## src/rtl/sev_segment_reader.sv

```systemverilog
// Decodes a 7-segment drive pattern back to a BCD digit. A pattern is accepted only
// after it has held steady for STABLE_CYCLES consecutive samples.
module sev_segment_reader #(
    parameter int unsigned STABLE_CYCLES  = 4,
    parameter bit          SEG_ACTIVE_LOW = 1'b0,
    parameter int unsigned ERR_W          = 8
) (
    input  logic             clk,
    input  logic             rst_n,
    input  logic [6:0]       seg,
    output logic [3:0]       bcd,
    output logic             digit_valid,
    output logic             blank,
    output logic             seg_err,
    output logic [ERR_W-1:0] err_count,
    output logic             locked
);

    // state  | meaning
    // SETTLE | waiting for the sampled pattern to hold long enough
    // LOCKED | pattern accepted, outputs held until the pattern changes
    typedef enum logic {SETTLE, LOCKED} state_t;

    localparam logic [7:0] CNT_MAX = 8'(STABLE_CYCLES - 1);

    state_t     state, state_nxt;
    logic [6:0] seg_norm, seg_q, prev_q;
    logic [7:0] cnt;
    logic       accept, is_digit, is_blank, same;
    logic [3:0] dec_bcd;

    assign seg_norm = SEG_ACTIVE_LOW ? ~seg : seg;
    assign same     = (prev_q == seg_q);
    assign locked   = (state == LOCKED);

    always_comb begin
        is_digit = 1'b1;
        is_blank = 1'b0;
        dec_bcd  = 4'd0;
        case (seg_q)
            7'h3F: dec_bcd = 4'd0;
            7'h06: dec_bcd = 4'd1;
            7'h5B: dec_bcd = 4'd2;
            7'h4F: dec_bcd = 4'd3;
            7'h66: dec_bcd = 4'd4;
            7'h6D: dec_bcd = 4'd5;
            7'h7D: dec_bcd = 4'd6;
            7'h07: dec_bcd = 4'd7;
            7'h7F: dec_bcd = 4'd8;
            7'h6F: dec_bcd = 4'd9;
            7'h00: begin
                is_digit = 1'b0;
                is_blank = 1'b1;
            end
            default: is_digit = 1'b0;
        endcase
    end

    always_comb begin
        state_nxt = state;
        accept    = 1'b0;
        case (state)
            SETTLE: begin
                if (same && (cnt == CNT_MAX)) begin
                    accept    = 1'b1;
                    state_nxt = LOCKED;
                end
            end
            LOCKED: begin
                if (!same) state_nxt = SETTLE;
            end
            default: state_nxt = SETTLE;
        endcase
    end

    always_ff @(posedge clk) begin
        if (!rst_n) state <= SETTLE;
        else        state <= state_nxt;
    end

    always_ff @(posedge clk) begin
        if (!rst_n) begin
            seg_q       <= '0;
            prev_q      <= '0;
            cnt         <= '0;
            bcd         <= '0;
            blank       <= 1'b0;
            digit_valid <= 1'b0;
            seg_err     <= 1'b0;
            err_count   <= '0;
        end else begin
            seg_q       <= seg_norm;
            prev_q      <= seg_q;
            digit_valid <= accept && is_digit;
            seg_err     <= accept && !is_digit && !is_blank;
            if (!same)                cnt <= '0;
            else if (cnt != CNT_MAX)  cnt <= cnt + 8'd1;
            if (accept) begin
                if (is_digit) begin
                    bcd   <= dec_bcd;
                    blank <= 1'b0;
                end else if (is_blank) begin
                    blank <= 1'b1;
                end else begin
                    blank <= 1'b0;
                    // counter saturates rather than wrapping
                    if (err_count != '1) err_count <= err_count + 1'b1;
                end
            end
        end
    end

endmodule

```

## config.mk

```make
export PLATFORM = sky130hd
export DESIGN_NAME = sev_segment_reader
export DESIGN_NICKNAME = d
export VERILOG_FILES = /design/src/rtl/sev_segment_reader.sv
export SDC_FILE = /design/constraint.sdc
export NUM_CORES = 1
export LEC_CHECK = 0
export ABC_AREA = 1
export CAP_MARGIN = 20
export CORE_UTILIZATION = 50
export CTS_BUF_LIST = sky130_fd_sc_hd__clkbuf_4 sky130_fd_sc_hd__clkbuf_8
export CTS_CLUSTER_DIAMETER = 50
export CTS_CLUSTER_SIZE = 30
export DETAILED_ROUTE_END_ITERATION = 6
export MAX_ROUTING_LAYER = met4
export PLACE_DENSITY = 0.79
export SKIP_CTS_REPAIR_TIMING = 1
export SYNTH_ARGS = -nofsm -noshare
export SYNTH_HDL_FRONTEND = slang
export SYNTH_SLANG_ARGS = --single-unit
```

## constraint.sdc

```tcl
create_clock -name clk -period 1.8 [get_ports clk]
set_input_delay 0.45 -clock clk [delete_from_list [all_inputs] [get_ports clk]]
set_output_delay 0.45 -clock clk [all_outputs]
set_load 0.005 [all_outputs]
```

==> summary.md <==
| Metric | Value |
|---|---|
| Status | complete, no violations |
| CP Cell Sequence | clkdlybuf4s50_1 |
| Clock-pin slew on the worst setup and hold paths | about 0.070 ns |
| CP max stage cell | clkdlybuf4s50_1 |
| Initial antenna violation count | 0 |
| Fmax | 0.5966 GHz |
| Gr ovfl total | 0 |
| WP data arrival | 1.23 ns |
| Rows | 21 |
| CP Max Fanout | 5 |
| TNS Setup | 0 ns |
| Met3 routed WL | approximately 140 microns |
| Initial drt markers | 100 |
| Post-Layout Cell Count | between 300 and 400 |
| Cell Area, Synth | approximately 1900 sq um |
| Worst slew pin tran | ~0.31 ns |
| M1 wire length | 1598 microns |
| I/O pin count | 25 |
| CTS root buffer | clkbuf_8 |
| Cell Pwr Density | between 600 and 700 nW/um^2 |
| Top routing layer used | met4 |
| Yosys top cell by area | dfxtp_1 |
| Yosys warning total | 0 |
| Filler Cell Count | approximately 320 |
| Longest Clk Path Bufs | 2 |
| Hold WS | 0.4655 ns |
| MaxCap Viol Count | 0 |
| Setup CP Type | flop to output port |
| Remaining DRCs | 0 |
| Unique cell type count in the Yosys netlist | 23 |
| Yosys reg bits | 38 |
| EDFF count, synth | 0 |
| Unrepaired setup endpoints after global routing | no |
| Detailed Routing Iterations Pass 1 | 4 |
| Clk_skew | between 0.003 and 0.004 ns |
| Wire per inst | 9.693 microns |
| Routed WL | about 3400 microns |
| GPL Wtd Cong | roughly 0.86 |
| Finish-stage setup viols | 0 |
| Met2 wire length | 1562 microns |
| Hold crit path type | flop to flop |
| Fin area | approximately 2300 sq um |
| IO buf count | 24 |
| Total track usage | 19.87% |
| Detailed Place HPWL | ~2600 microns |
| Slew headroom | a little under 80% |
| Die W | approximately 63 microns |
| Core area | between 3000 and 4000 sq um |
| Post-DRT Antenna Nets | 0 |
| Largest net degree at the start of global routing | 25 |
| Synth area leaders | dfxtp_1, nand2_1, inv_1 |
| Number of global-route vias before repair | about 1500 |
| Primary FF master, synth | dfxtp_1 |
| Fraction of layout cells with a size suffix above 1 | a little over an eighth |
| Worst path required time | approximately 1.4 ns |
| Area delta synth->final | 21.47% |
| Starting Density | about 54% |
| CTS Buf Count | 5 |
| Net Count, Synth | 283 |
| Max-slew violation count | 0 |
| Post-Synthesis Cells | approximately 270 |
| Final Hold Violating Endpoints | 0 |
| Async SR Flop Fraction | 0% |
| Final Cycle Share | between 90 and 100% |
| # clock sinks | 38 |
| Worst setup SP type | flop |
| H-Tree Depth | 2 |
| Vias per Instance | about 4.8 |
| Minimum clock period | 1.676 ns |
| DR vias | about 1700 |
| Sequential area share after synthesis | between 40 and 50% |
| Pleak | a little over 1 nW |
| Global-route wire length before repair | approximately 6100 microns |
| Die area | ~4000 sq um |
| Syn Area/Cell | 6.877 sq um |
| Antenna diodes | 0 |
| Delay-heaviest family, CP | buffers and inverters |
| Placed cells | 340 |
| Most frequent cells in the layout | nand2_1, inv_1, nor2_1, dfxtp_1, clkdlybuf4s50_1 |
| Nets@finish | around 310 |
| Most common cell after layout, fill and taps aside | nand2_1 |
| CTS tree | yes |
| Crit path buf inv count | 1 |
| Die Y | 63.17 microns |
| Worst path max stage delay | between 0.5 and 0.6 ns |
| Crit path capture type | output port |
| Post-synth top area share | roughly two fifths |
| Cell Area, Placed | around 2200 sq um |
| Clock latency on the worst-skew pair | between 0.2 and 0.3 ns |
| IR drop worst, VDD | slightly below 0.6 mV |
## cell usage after synthesis (2+ instances only)
master	instances
inv_1	40
clkbuf_1	3
nand4_1	4
nor2_2	7
a21oi_2	4
nand2_1	75
nor2_1	40
nand2_2	6
a21oi_1	10
nand3_1	17
nor3_1	3
nor3b_1	3
ha_1	2
dfxtp_1	38
nor2_4	2
o21ai_0	4
nand2_4	2
xor2_1	4
inv_2	4
## kinds of logic after synthesis
kind of cell / count (synthesis) / share of synthesized area (%)
XOR/XNOR: 5 / 2.341
flip-flops: 38 / 40.67
buffers and inverters: 48 / 10.23
adder cells (fa/ha/maj): 2 / 1.338
AND/OR/NAND/NOR: 161 / 39.80
AO/OA/AOI/OAI: 18 / 5.619
## per-stage QoR
stage               power (mW)  utilization, %  setup slack, ns
finish                   1.544           65.51           0.1239
global route             1.617           65.51          0.01626
CTS                      1.561           64.61           0.1109
detailed placement      0.9987           62.19           0.1033
global placement        0.9963           62.19           0.1468
floorplan               0.9636               -           0.2544
## layer usage
layer / global-route usage (%) / vias to the layer above
met2: 32.53 / 33
met1: 21.86 / 739
met4: 10.76 / 0
met5: - / -
met3: 5.254 / 10
li1: - / 889
## power by group
group	internal [mW]	leakage [nW]	switching, mW
clock	0.296	0.0452	0.268
combinational	0.0437	0.685	0.0628
sequential	0.857	0.309	0.0164
## layout make-up
class	instances	area [sq um]	share of cell area [%]
clock buffer	7	83.83	3.689
inverter	44	165.2	7.269
multi-input combinational	186	920.9	40.53
sequential	38	762.0	33.54
tap	46	57.56	2.533
timing repair buffer	28	282.8	12.44
## state kept, by name, summed over array words and instances (netlist names)
register     flops
seg_err          1
prev_q           7
seg_q            7
err_count        8
cnt              8
digit_valid      1
bcd              4
locked           1
blank            1
## final timing paths
kind / start / to / slack [ns] / cells after the start
setup reg to reg: seg_q[3] / err_count[7] / 0.15 / 11
hold / removal: bcd[3] / bcd[3] / 0.47 / 2
setup / recovery: err_count[3] / err_count[3] / 0.12 / 1
hold reg to reg: bcd[3] / bcd[3] / 0.47 / 2
## worst register-to-register path, delay by kind of cell, from the launching register on
family | cells | cell delay, ns
AO/OA/AOI/OAI | 1 | 0.10
AND/OR/NAND/NOR | 8 | 0.76
buffers and inverters | 2 | 0.27
flip-flops | 1 | 0.42
No activity file was read; power rests on OpenSTA's default activity.
